==> src/rtl/prime_pkg.sv <==
`default_nettype none
// +----------------------------------------------------------------------------+
// | Module   : prime_pkg                                                       |
// | Purpose  : Shared constants and state encoding for the prime blocks        |
// |            (prime_check and primegen).                                     |
// | Contents : PRIME_W    - default operand/result width                       |
// |            DIV_CYCLES - cycles taken by one restoring divide               |
// |            state_t    - prime_check controller states                      |
// | Revision : 1.0 - initial release                                           |
// +----------------------------------------------------------------------------+
package prime_pkg;

    localparam int PRIME_W    = 16;
    // One quotient bit is resolved per cycle, so a divide takes one cycle per
    // dividend bit.
    localparam int DIV_CYCLES = PRIME_W;

    typedef enum logic [2:0] {
        IDLE  = 3'd0,
        INIT  = 3'd1,
        CHECK = 3'd2,
        DIV   = 3'd3,
        DONE  = 3'd4
    } state_t;

endpackage : prime_pkg
`default_nettype wire

==> src/rtl/prime_div.sv <==
`default_nettype none
// +----------------------------------------------------------------------------+
// | Module   : prime_div                                                       |
// | Purpose  : Restoring shift-subtract divider producing only the remainder.  |
// | Ports    : clk      - clock                                                |
// |            rst      - asynchronous reset, active low                       |
// |            start    - pulse: load dividend/divisor and begin               |
// |            dividend - value being divided                                  |
// |            divisor  - non-zero divisor                                     |
// |            rem      - remainder, valid while done=1                        |
// |            done     - one-cycle pulse STEPS cycles after start             |
// | Revision : 1.0 - initial release                                           |
// +----------------------------------------------------------------------------+
module prime_div
    import prime_pkg::*;
#(
    parameter int W     = PRIME_W,
    parameter int STEPS = DIV_CYCLES
) (
    input  logic         clk,
    input  logic         rst,
    input  logic         start,
    input  logic [W-1:0] dividend,
    input  logic [W-1:0] divisor,
    output logic [W-1:0] rem,
    output logic         done
);

    localparam int CNT_W = $clog2(STEPS + 1);

    logic [W-1:0]     r_rem;
    logic [W-1:0]     r_q;      // dividend bits still to be shifted in
    logic [W-1:0]     r_dvs;
    logic [CNT_W-1:0] r_cnt;    // iterations already performed
    logic             r_busy;

    logic [W-1:0]     w_rem_in;
    logic [W-1:0]     w_q_in;
    logic [W-1:0]     w_dvs_in;
    logic [W:0]       w_shift;
    logic [W:0]       w_diff;
    logic [W-1:0]     w_rem_nxt;
    logic [W-1:0]     w_q_nxt;

    // The first iteration runs on the start edge itself, straight from the
    // input operands, so the final remainder is ready STEPS-1 edges later and
    // done can be seen by the controller on the STEPS-th edge after start.
    always_comb begin
        w_rem_in  = start ? '0       : r_rem;
        w_q_in    = start ? dividend : r_q;
        w_dvs_in  = start ? divisor  : r_dvs;
        w_shift   = {w_rem_in, w_q_in[W-1]};
        w_diff    = w_shift - {1'b0, w_dvs_in};
        // A clear borrow bit means the trial subtraction fits: keep it.
        w_rem_nxt = w_diff[W] ? w_shift[W-1:0] : w_diff[W-1:0];
        w_q_nxt   = {w_q_in[W-2:0], 1'b0};
    end

    always_ff @(posedge clk or negedge rst) begin
        if (!rst) begin
            r_rem  <= '0;
            r_q    <= '0;
            r_dvs  <= '0;
            r_cnt  <= '0;
            r_busy <= 1'b0;
        end else if (start) begin
            r_rem  <= w_rem_nxt;
            r_q    <= w_q_nxt;
            r_dvs  <= divisor;
            r_cnt  <= CNT_W'(1);
            r_busy <= 1'b1;
        end else if (r_busy) begin
            if (r_cnt != CNT_W'(STEPS)) begin
                r_rem <= w_rem_nxt;
                r_q   <= w_q_nxt;
                r_cnt <= r_cnt + CNT_W'(1);
            end else begin
                r_busy <= 1'b0;
            end
        end
    end

    assign rem  = r_rem;
    assign done = r_busy && (r_cnt == CNT_W'(STEPS));

endmodule : prime_div
`default_nettype wire

==> src/rtl/prime_check.sv <==
`default_nettype none
// +----------------------------------------------------------------------------+
// | Module   : prime_check                                                     |
// | Purpose  : Trial-division primality test. Reports the smallest divisor    |
// |            >1 for composites, the candidate for primes (1 counts as       |
// |            prime), and an error for 0.                                     |
// | Ports    : clk      - clock                                                |
// |            rst      - asynchronous reset, active low                       |
// |            go       - request, taken on an edge where ready=1              |
// |            a        - candidate, sampled with go                           |
// |            ready    - idle, results valid                                  |
// |            error    - last candidate was 0                                 |
// |            is_prime - last candidate was prime                             |
// |            res      - smallest divisor / candidate / 0                     |
// | Revision : 1.0 - initial release                                           |
// +----------------------------------------------------------------------------+
module prime_check
    import prime_pkg::*;
#(
    parameter int W = PRIME_W
) (
    input  logic         clk,
    input  logic         rst,
    input  logic         go,
    input  logic [W-1:0] a,
    output logic         ready,
    output logic         error,
    output logic         is_prime,
    output logic [W-1:0] res
);

    // Trial divisors never pass sqrt(2^W)+1, so W/2+1 bits hold them and the
    // square needs twice that; for W=16 that is 9 and 18 bits.
    localparam int D_W  = W / 2 + 1;
    localparam int SQ_W = 2 * D_W;

    state_t           r_state;
    state_t           w_state_nxt;

    logic [W-1:0]     r_n;
    logic [D_W-1:0]   r_d;
    logic             r_error;
    logic             r_is_prime;
    logic [W-1:0]     r_res;

    logic [SQ_W-1:0]  w_sq;
    logic             w_sq_gt_n;
    logic [W-1:0]     w_d_ext;
    logic             w_div_start;
    logic             w_div_done;
    logic [W-1:0]     w_div_rem;

    // Operands are zero-extended D_W-bit values, so this is a D_W x D_W
    // product carried at full width with no truncation.
    assign w_sq      = SQ_W'(r_d) * SQ_W'(r_d);
    assign w_sq_gt_n = w_sq > {{(SQ_W-W){1'b0}}, r_n};
    assign w_d_ext   = {{(W-D_W){1'b0}}, r_d};

    prime_div #(
        .W     (W),
        .STEPS (W)
    ) u_div (
        .clk      (clk),
        .rst      (rst),
        .start    (w_div_start),
        .dividend (r_n),
        .divisor  (w_d_ext),
        .rem      (w_div_rem),
        .done     (w_div_done)
    );

    always_ff @(posedge clk or negedge rst) begin
        if (!rst) begin
            r_state <= IDLE;
        end else begin
            r_state <= w_state_nxt;
        end
    end

    always_comb begin
        w_state_nxt = r_state;
        w_div_start = 1'b0;
        case (r_state)
            IDLE: begin
                if (go) begin
                    w_state_nxt = INIT;
                end
            end
            INIT: begin
                w_state_nxt = (r_n == '0) ? DONE : CHECK;
            end
            CHECK: begin
                if (w_sq_gt_n) begin
                    w_state_nxt = DONE;
                end else begin
                    w_div_start = 1'b1;
                    w_state_nxt = DIV;
                end
            end
            DIV: begin
                if (w_div_done) begin
                    w_state_nxt = (w_div_rem == '0) ? DONE : CHECK;
                end
            end
            DONE: begin
                w_state_nxt = IDLE;
            end
            default: begin
                w_state_nxt = IDLE;
            end
        endcase
    end

    // In DONE, r_d still holds the divisor that ended the search: it divides n
    // for a composite, and its square exceeds n for a prime (including n=1,
    // where d=2 is never tried). That alone classifies the result.
    always_ff @(posedge clk or negedge rst) begin
        if (!rst) begin
            r_n        <= '0;
            r_d        <= '0;
            r_error    <= 1'b0;
            r_is_prime <= 1'b0;
            r_res      <= '0;
        end else begin
            case (r_state)
                IDLE: begin
                    if (go) begin
                        r_n <= a;
                    end
                end
                INIT: begin
                    r_d <= D_W'(2);
                end
                DIV: begin
                    if (w_div_done && (w_div_rem != '0)) begin
                        r_d <= (r_d == D_W'(2)) ? D_W'(3) : r_d + D_W'(2);
                    end
                end
                DONE: begin
                    r_error    <= (r_n == '0);
                    r_is_prime <= (r_n != '0) && w_sq_gt_n;
                    if (r_n == '0) begin
                        r_res <= '0;
                    end else if (w_sq_gt_n) begin
                        r_res <= r_n;
                    end else begin
                        r_res <= w_d_ext;
                    end
                end
                default: begin
                end
            endcase
        end
    end

    assign ready    = (r_state == IDLE);
    assign error    = r_error;
    assign is_prime = r_is_prime;
    assign res      = r_res;

endmodule : prime_check
`default_nettype wire
==> config.mk <==
export PLATFORM = sky130hd
export DESIGN_NAME = prime_check
export DESIGN_NICKNAME = d
export VERILOG_FILES = /design/src/rtl/prime_pkg.sv /design/src/rtl/prime_div.sv /design/src/rtl/prime_check.sv
export SDC_FILE = /design/constraint.sdc
export NUM_CORES = 1
export LEC_CHECK = 0
export CORE_AREA = 3 3 151 153
export CTS_CLUSTER_DIAMETER = 60
export DETAILED_ROUTE_END_ITERATION = 8
export DIE_AREA = 0 0 154 156
export GPL_TIMING_DRIVEN = 0
export PLACE_DENSITY_LB_ADDON = 0.25
export SLEW_MARGIN = 20
export SYNTH_ARGS = -nofsm -noshare
export SYNTH_HDL_FRONTEND = slang
export SYNTH_HIERARCHICAL = 1
export SYNTH_SLANG_ARGS = --single-unit
==> constraint.sdc <==
create_clock -name clk -period 12.81 [get_ports clk]
set_input_delay 2.562 -clock clk [delete_from_list [all_inputs] [get_ports clk]]
set_output_delay 2.562 -clock clk [all_outputs]
set_load 0.02 [all_outputs]
==> out/metrics.cfg <==
[timing]
slew_headroom=0.490
fmax_mhz=88.7
tightest_slew_ns=0.765
maxSlewViolCount=0
finalSetupViolCount=0
fin_tns_setup_ns=0
period_share=0.880
hold_viol_final=0
fin_skew_ns=0.0118
grt_setup_unrepaired=no
min_period_ns=11.27
worst_slack_ns=1.54

[global_route]
grt_max_degree=64
grt_overflow=0
antenna_found_initial=0
grt_util_all_layers=0.176
grt_pass1_wl_um=34300
grt_pass1_vias=6411

[yosys]
yosys_warnings=6
yosysSeqAreaShare=0.305
synth_top_family_by_area=adder cells
yosys.area_share.xor_xnor=0.0428
ys_async_sr_fraction=1.00
ys.flop_type=dfrtp_1
synth_mux_area_frac=0.0493
synthSimpleGateAreaFrac=0.172
synthAdderAreaFrac=0.188
synth_edf_count=0
avgSynthCellArea_um2=9.05
synth_seq_cells=99
yosys.cell_types.count=83
post_synth_instance_area_um2=8130
syn_inst=898
synth_compound_area_frac=0.166

[route]
drcViolationCount=0
vias=6562
wl_met3_um=610
wl_met2_um=9650
wirelength_um=20800
routedWlPerCell_um=16.8
drtPass1Iterations=5
routed.top_layer=met4
ant_nets=0
route.layer.met1.wl_um=10300
drtIter0Drc=334
vias_per_cell=5.30

[setup_path]
cp_common_cell=fa_1
crit_slowest_cell=buf_1
critPathRequiredTime_ns=13.06
startpoint_type=flop
cp_max_fo=10
critPathCaptureType=flop
path_class=reg -> reg
worstPathArrival_ns=11.52
slowest_delay_ns=0.64

[clock_tree]
post_cts_buffers=0
cts_resized=0
path_clk_slew_ns=0.08
insertion_delay_ns=0.37
root_buffer=clkbuf_16
clock_path_buffers=2
cts_buffers=9
cts_hold_buf=0
htreeDepth=3
cts_tree=built
cts_sinks=99

[place]
routabilityCongestion=0.846
dp_slack_ns=1.59
hpwl_um=16200
port_buffers=37

[finish]
area_growth_syn_to_layout_pct=13.4
mostFrequentLayoutCell=inv_1
drive_above_1_share=0.0626
nFillCells=2183
layout.nets=1074
layout_common_cells=inv_1, dfrtp_1, nand2_1, ha_1, o21ai_0
num_antenna_cells=0

[pwr]
p_leak_nw=4.52
power_density_nw_per_um2=197
ir_drop_uv=88.5

[die]
io_pins=38
rows=54
die_w_um=154
die_h_um=156
die_area_um2=24000
start_util=0.375
coreArea_um2=21700

[job]
drv_cap=0

[hold_path]
hold_class=reg -> reg

[outcome]
status=completed

[where the power goes]
part | internal [mW] | total [mW] | switching, mW
clock network | 0.141 | 0.286 | 0.144
logic | 0.424 | 1.02 | 0.599
registers | 0.415 | 0.506 | 0.0911
total | 0.980 | 1.81 | 0.835
[cell usage after synthesis (16+ instances only)]
| library cell | instances | share of area |
|---|---|---|
| a21oi_1 | 34 | 0.021 |
| and2_1 | 25 | 0.019 |
| clkbuf_1 | 28 | 0.013 |
| dfrtp_1 | 99 | 0.30 |
| fa_1 | 34 | 0.084 |
| ha_1 | 68 | 0.10 |
| inv_1 | 110 | 0.051 |
| mux2i_1 | 34 | 0.042 |
| nand2_1 | 83 | 0.038 |
| nand3_1 | 21 | 0.013 |
| nor2_1 | 47 | 0.022 |
| nor2b_1 | 18 | 0.014 |
| nor3_1 | 16 | 0.0099 |
| nor4_1 | 19 | 0.015 |
| o21ai_0 | 53 | 0.033 |
| xnor2_1 | 20 | 0.022 |
[layer usage]
metal | global-route usage | up-vias
met4 | 0.0463 | 0
li1 | - | 3206
met1 | 0.254 | 3248
met2 | 0.284 | 94
met3 | 0.0183 | 14
met5 | 0 | -
[metrics by stage]
stage	utilization	instance area [um^2]	hold slack, ns	power, mW	cells
after floorplan	-	8150	0.452	1.27	904
after global placement	0.409	8870	0.472	1.51	1221
after detailed placement	0.410	8900	0.473	1.52	1222
after CTS	0.425	9210	0.490	1.81	1238
after global routing	0.425	9210	0.518	1.97	1238
final	0.425	9210	0.488	1.81	1238
[cell type report]
type / instances / area, um^2 / area share
sequential: 99 / 2480 / 0.269
inverter: 110 / 413 / 0.0448
multi-input combinational: 651 / 5060 / 0.549
tap: 280 / 350 / 0.0380
clock buffer: 9 / 225 / 0.0244
buffer: 44 / 200 / 0.0217
timing repair buffer: 38 / 399 / 0.0433
clock inverter: 7 / 88.8 / 0.00964
[worst paths after layout]
kind	slack, ns	to	start	cells after the start
min in group asynchronous	2.09	u_div/r_dvs[11]	rst	1
max in group asynchronous	10.07	r_n[13]	rst	2
setup reg to reg	1.54	u_div/rem[10]	r_d[4]	36
hold reg to reg	0.49	u_div/r_dvs[3]	u_div/r_dvs[3]	2
setup / recovery	1.54	u_div/rem[10]	r_d[4]	36
hold / removal	0.49	u_div/r_dvs[3]	u_div/r_dvs[3]	2
[cells by family after synthesis]
family | count (synthesis)
AOI/OAI and AO/OA | 195
xor gates and xnor gates | 35
adders and majority gates | 102
buffers and inverters | 154
DFF | 99
muxes | 39
other | 1
and+or+nand+nor | 273
[critical path, delay by kind of cell (launching register included)]
family	cells	cell delay (ns)
xor+xnor	2	0.56
compound gates	12	2.65
buf+inv	8	2.68
fa+ha+maj	7	3.23
simple gates	6	1.35
mux	1	0.28
flops	1	0.37
[registers in the layout, summed over array words and instances (netlist names)]
register and flops:
r_state 3, u_div/rem 16, u_div/r_cnt 5, u_div/r_q 15, res 16, u_div/r_busy 1, u_div/r_dvs 16, r_d 9
is_prime 1, error 1, r_n 16
Power figures use the tool's default switching activity.
